--- src/rtl/qpsk_pkg.sv ---
// Shared types and defaults for the QPSK transmit path.
`timescale 1ns/1ps
package qpsk_pkg;

    localparam int DEFAULT_SPS        = 16;
    localparam int DEFAULT_FIFO_DEPTH = 4;

    typedef struct packed {
        logic i;
        logic q;
    } dibit_t;

    typedef enum logic {
        IDLE = 1'b0,
        RUN  = 1'b1
    } state_t;

endpackage

--- src/rtl/qpsk_pair_fifo.sv ---
// Circular dibit FIFO; DEPTH must be a power of two so the pointers wrap naturally.
`timescale 1ns/1ps
module qpsk_pair_fifo
    import qpsk_pkg::*;
#(
    parameter int DEPTH = DEFAULT_FIFO_DEPTH
) (
    input  logic                     clk,
    input  logic                     rst_n,
    input  logic                     push,
    input  dibit_t                   din,
    input  logic                     pop,
    output dibit_t                   dout,
    output logic                     full,
    output logic                     empty,
    output logic [$clog2(DEPTH):0]   fill_level
);

    localparam int AW = $clog2(DEPTH);

    dibit_t        mem_q [DEPTH];
    logic [AW-1:0] wr_ptr_q;
    logic [AW-1:0] rd_ptr_q;
    logic [AW:0]   count_q;
    logic          do_push;
    logic          do_pop;

    assign full       = (count_q == (AW+1)'(DEPTH));
    assign empty      = (count_q == '0);
    assign fill_level = count_q;
    assign dout       = mem_q[rd_ptr_q];
    assign do_push    = push & ~full;
    assign do_pop     = pop & ~empty;

    // NOTE: non-blocking assignments for all state so every register samples pre-edge values.
    always_ff @(posedge clk) begin
        if (!rst_n) begin
            wr_ptr_q <= '0;
            rd_ptr_q <= '0;
            count_q  <= '0;
        end else begin
            if (do_push) wr_ptr_q <= wr_ptr_q + AW'(1);
            if (do_pop)  rd_ptr_q <= rd_ptr_q + AW'(1);
            case ({do_push, do_pop})
                2'b10:   count_q <= count_q + (AW+1)'(1);
                2'b01:   count_q <= count_q - (AW+1)'(1);
                default: count_q <= count_q;
            endcase
        end
    end

    // NOTE: storage is deliberately not reset; the pointers alone define which entries are valid.
    always_ff @(posedge clk) begin
        if (do_push) mem_q[wr_ptr_q] <= din;
    end

endmodule

--- src/rtl/qpsk_bit_splitter.sv ---
// Pairs a serial bit stream into (I,Q) dibits and presents each for SPS cycles.
`timescale 1ns/1ps
module qpsk_bit_splitter
    import qpsk_pkg::*;
#(
    parameter int SPS        = DEFAULT_SPS,
    parameter int FIFO_DEPTH = DEFAULT_FIFO_DEPTH
) (
    input  logic                          clk,
    input  logic                          rst_n,
    input  logic                          bit_in,
    input  logic                          bit_valid,
    output logic                          bit_ready,
    input  logic                          enable,
    input  logic                          clr_underrun,
    output logic                          Ichannel,
    output logic                          Qchannel,
    output logic                          sym_start,
    output logic                          busy,
    output logic                          underrun,
    output logic [$clog2(FIFO_DEPTH):0]   fill_level
);

    localparam int CNT_W = $clog2(SPS);

    state_t             state_q, state_d;
    logic [CNT_W-1:0]   cnt_q, cnt_d;
    logic               half_held_q, half_held_d;
    logic               i_bit_q, i_bit_d;
    dibit_t             out_q, out_d;
    logic               sym_start_q, sym_start_d;
    logic               underrun_q, underrun_d;

    logic               fifo_push, fifo_pop, fifo_full, fifo_empty;
    dibit_t             push_data, pop_data;
    logic               bit_accept;
    logic               last_cycle;

    // Ready looks only at registered state, never at a same-cycle pop.
    assign bit_ready  = ~(half_held_q & fifo_full);
    assign bit_accept = bit_valid & bit_ready;
    assign push_data  = '{i: i_bit_q, q: bit_in};
    assign last_cycle = (cnt_q == CNT_W'(SPS - 1));

    qpsk_pair_fifo #(.DEPTH(FIFO_DEPTH)) u_fifo (
        .clk        (clk),
        .rst_n      (rst_n),
        .push       (fifo_push),
        .din        (push_data),
        .pop        (fifo_pop),
        .dout       (pop_data),
        .full       (fifo_full),
        .empty      (fifo_empty),
        .fill_level (fill_level)
    );

    // NOTE: every output of a combinational block gets a default first, so no path infers a latch.
    always_comb begin
        half_held_d = half_held_q;
        i_bit_d     = i_bit_q;
        fifo_push   = 1'b0;
        if (bit_accept) begin
            if (half_held_q) begin
                fifo_push   = 1'b1;
                half_held_d = 1'b0;
            end else begin
                i_bit_d     = bit_in;
                half_held_d = 1'b1;
            end
        end
    end

    always_comb begin
        state_d     = state_q;
        cnt_d       = cnt_q;
        out_d       = out_q;
        sym_start_d = 1'b0;
        underrun_d  = underrun_q & ~clr_underrun;
        fifo_pop    = 1'b0;
        case (state_q)
            IDLE: begin
                if (enable && !fifo_empty) begin
                    fifo_pop    = 1'b1;
                    out_d       = pop_data;
                    sym_start_d = 1'b1;
                    cnt_d       = '0;
                    state_d     = RUN;
                end
            end
            RUN: begin
                cnt_d = cnt_q + CNT_W'(1);
                if (last_cycle) begin
                    cnt_d = '0;
                    if (enable && !fifo_empty) begin
                        fifo_pop    = 1'b1;
                        out_d       = pop_data;
                        sym_start_d = 1'b1;
                    end else begin
                        // A new underrun beats a simultaneous clear.
                        if (enable) underrun_d = 1'b1;
                        state_d = IDLE;
                    end
                end
            end
            default: state_d = IDLE;
        endcase
    end

    always_ff @(posedge clk) begin
        if (!rst_n) begin
            state_q     <= IDLE;
            cnt_q       <= '0;
            half_held_q <= 1'b0;
            i_bit_q     <= 1'b0;
            out_q       <= '0;
            sym_start_q <= 1'b0;
            underrun_q  <= 1'b0;
        end else begin
            state_q     <= state_d;
            cnt_q       <= cnt_d;
            half_held_q <= half_held_d;
            i_bit_q     <= i_bit_d;
            out_q       <= out_d;
            sym_start_q <= sym_start_d;
            underrun_q  <= underrun_d;
        end
    end

    assign Ichannel  = out_q.i;
    assign Qchannel  = out_q.q;
    assign sym_start = sym_start_q;
    assign busy      = (state_q == RUN);
    assign underrun  = underrun_q;

endmodule

--- config.mk ---
export PLATFORM = sky130hd
export DESIGN_NAME = qpsk_bit_splitter
export DESIGN_NICKNAME = d
export VERILOG_FILES = /design/src/rtl/qpsk_pkg.sv /design/src/rtl/qpsk_pair_fifo.sv /design/src/rtl/qpsk_bit_splitter.sv
export SDC_FILE = /design/constraint.sdc
export NUM_CORES = 1
export LEC_CHECK = 0
export ABC_AREA = 1
export CAP_MARGIN = 5
export CELL_PAD_IN_SITES_DETAIL_PLACEMENT = 0
export CELL_PAD_IN_SITES_GLOBAL_PLACEMENT = 1
export CORE_UTILIZATION = 46
export CTS_BUF_LIST = sky130_fd_sc_hd__clkbuf_4 sky130_fd_sc_hd__clkbuf_8
export CTS_CLUSTER_DIAMETER = 60
export DETAILED_ROUTE_END_ITERATION = 12
export GPL_ROUTABILITY_DRIVEN = 0
export PLACE_DENSITY = 0.86
export SLEW_MARGIN = 20
export SYNTH_ARGS = -nofsm -noshare
export SYNTH_HDL_FRONTEND = slang
export SYNTH_SLANG_ARGS = --single-unit
--- constraint.sdc ---
create_clock -name clk -period 2.85 [get_ports clk]
set_input_delay 0.57 -clock clk [delete_from_list [all_inputs] [get_ports clk]]
set_output_delay 0.57 -clock clk [all_outputs]
set_load 0.02 [all_outputs]
==> results.sh <==
export IMPL_crit_fanout=6
export IMPL_yosys_area_share_simple_pct=26.9
export IMPL_htreeDepth=1
export IMPL_placedCellCount=194
export IMPL_synth_mux_area_share_pct=0
export IMPL_post_route_min_period_ps=2240
export IMPL_clk_path_buf_depth=2
export IMPL_synthAdderAreaFrac_pct=7.29
export IMPL_ys_seq_elements=28
export IMPL_critPathArrivalTime_ps=2480
export IMPL_synth_top_cell_by_area="dfxtp_1"
export IMPL_status="finished clean"
export IMPL_slew_headroom_pct=69.6
export IMPL_final_cells=198
export IMPL_timing_fmax_ghz=0.447
export IMPL_drt_iter0_markers=9
export IMPL_ios=15
export IMPL_fin_worst_skew_ps=4.70
export IMPL_finalMaxSlewViolations=0
export IMPL_clock_latency_ps=340
export IMPL_cts_inserted_buffers=3
export IMPL_grt_pass1_wl_um=3880
export IMPL_n_antenna_cell=0
export IMPL_post_cts_resized=0
export IMPL_slowest_delay_ps=630
export IMPL_worstPathRequired_ps=3100
export IMPL_tns_ps=0
export IMPL_cap_viol_max_count=0
export IMPL_cp_cell_sequence="clkdlybuf4s50_1 -> nand2_4 -> nor2_4 -> ha_1 -> inv_1 -> fa_1 -> nand2_1 -> nand3_1 -> o21ai_0 -> a21oi_1"
export IMPL_grt_pass1_vias=937
export IMPL_synth_top_cell_area_share_pct=30.7
export IMPL_clockRootBuffer="clkbuf_4"
export IMPL_regArea_um2=641
export IMPL_core_rowCount=18
export IMPL_first_pass_iters=4
export IMPL_cts_setup_buffers=0
export IMPL_p_per_area_nw_per_um2=789
export IMPL_rsz0062_at_grt="no"
export IMPL_syn2layout_area_growth_pct=17.1
export IMPL_vias=951
export IMPL_postSynthAreaPerCell_um2=8.64
export IMPL_start_util_pct=50.8
export IMPL_ys_warn_count=0
export IMPL_ys_seq_area_share_pct=49.1
export IMPL_clk_pin_slew_ps=150
export IMPL_worstMarginPinSlew_ps=455
export IMPL_final_setup_viol_count=0
export IMPL_synth_compound_area_share_pct=8.82
export IMPL_die_h_um=55.3
export IMPL_viasPerCell=4.80
export IMPL_hold_class="reg -> reg"
export IMPL_drc=0
export IMPL_dieArea_um2=3050
export IMPL_syn_inst=151
export IMPL_synth_xor_area_share_pct=0.671
export IMPL_fillers=246
export IMPL_holdWs_ps=476
export IMPL_crit_type="in -> reg"
export IMPL_drive_gt1_share_pct=10.7
export IMPL_finalNetCount=182
export IMPL_reg2reg_slack_ps=730
export IMPL_finalCritPeriodShare_pct=78.5
export IMPL_grt_max_degree=17
export IMPL_finalHoldViolations=0
export IMPL_ctsHoldBuffers=0
export IMPL_synth_top_family_by_area="simple AND/OR/NAND/NOR gates"
export IMPL_hpwl_um=1620
export IMPL_power_leakage_nw=0.642
export IMPL_track_usage_pct=16.2
export IMPL_grt_overflow_total=0
export IMPL_startpoint_type="primary input"
export IMPL_cts_sinks=28
export IMPL_syn_nets=164
export IMPL_fp_dieW_um=55.3
export IMPL_drt_wl_total_um=2150
export IMPL_crit_path_end_kind="register"
export IMPL_io_buffers=14
export IMPL_synth_area_um2=1310
export IMPL_fp_coreArea_um2=2570
export IMPL_tritoncts="yes"
export IMPL_vdd_drop_max_uv=685
export IMPL_yosys_top_cells_area="dfxtp_1 31%, edfxtp_1 18%, nor2_1 7.8%"
export IMPL_antenna_found_initial=0
export IMPL_ant_nets=0
export IMPL_critPathSlowestCell="clkdlybuf4s50_1"
export IMPL_route_detailed_wl_per_inst_um=10.8
export IMPL_multi_input_area_um2=571
export IMPL_synth_distinct_cells=22
## path summary, 6_finish.rpt
kind                 start                   end  cells past startpoint
hold reg to reg   underrun              underrun                      2
setup reg to reg  cnt_q[0]  u_fifo.fill_level[2]                     12
setup / recovery    enable  u_fifo.fill_level[2]                     10
hold / removal    underrun              underrun                      2
## cells in the final DEF (no fill, tap or decap), types with 2 or more instances in the layout
master / Yosys / final
nand2_1: 22 / 22
clkbuf_4: 0 / 3
a21oi_1: 12 / 12
dfxtp_1: 20 / 20
nand3_4: 2 / 2
nand2_4: 3 / 3
nor2_1: 27 / 27
edfxtp_1: 8 / 8
ha_1: 6 / 6
inv_2: 3 / 3
o21ai_0: 9 / 9
inv_1: 20 / 20
clkdlybuf4s50_1: 0 / 14
nand3_1: 8 / 8
nor2_4: 2 / 2
## critical path, delay by kind of cell
| family | cells | cell delay (ps) |
|---|---|---|
| buffers and inverters | 2 | 700 |
| AO/OA/AOI/OAI | 2 | 220 |
| AND/OR/NAND/NOR | 4 | 430 |
| adder cells (fa/ha/maj) | 2 | 570 |
## cells in the mapped netlist, drive strengths merged
master and number:
a21oi 12, dfxtp 20, nand3b 1, nor2 30, nand3 11, or2 1, inv 23, o21ai 9
ha 6, nand2 26, xor2 1, fa 1, buf 1, o211a 1, edfxtp 8
## flip-flops by register name, indices dropped and copies added, names as in the netlist, named ones only
| signal | count |
|---|---|
| Ichannel | 1 |
| Qchannel | 1 |
| busy | 1 |
| cnt_q | 4 |
| half_held_q | 1 |
| i_bit_q | 1 |
| sym_start | 1 |
| u_fifo.fill_level | 3 |
| u_fifo.mem_q | 8 |
| u_fifo.rd_ptr_q | 2 |
| u_fifo.wr_ptr_q | 2 |
| underrun | 1 |
## report_power, final
group | internal, W | switching [W]
registers | 0.000467 | 0.0000557
clock network | 0.000142 | 0.000121
logic | 0.000172 | 0.000249
total | 0.000781 | 0.000425
## metal layers
metal  routed length, um  vias to the layer above  GRT usage (%)
met5                   0                        -              0
met4                  61                        0           9.64
met3                  65                        5           2.58
met2                 954                       15           26.5
met1                1060                      415           20.1
li1                    -                      516              -
## cells by family after synthesis
| logic type | Yosys count |
|---|---|
| and+or+nand+nor | 69 |
| DFF | 28 |
| AOI/OAI and AO/OA | 22 |
| xor gates and xnor gates | 1 |
| adders and majority gates | 7 |
| buffers and inverters | 24 |
## area by class of cell
cell class	instances	area share, %
clock buffer	3	1.47
clock inverter	1	1.97
inverter	23	5.65
multi-input combinational	99	37.3
sequential	28	41.9
tap	30	2.46
timing repair buffer	14	9.17
## per-stage QoR
step / cell area [um^2] / power [W] / utilization (%) / setup WS (ps)
after floorplan: 1310 / 0.000823 / - / 938
after global placement: 1480 / 0.000943 / 57.5 / 321
after detailed placement: 1480 / 0.000955 / 57.5 / 270
after CTS: 1530 / 0.00122 / 59.5 / 632
after global routing: 1530 / 0.00129 / 59.5 / 467
final: 1530 / 0.00121 / 59.5 / 613
(Power assumes the default switching activity.)
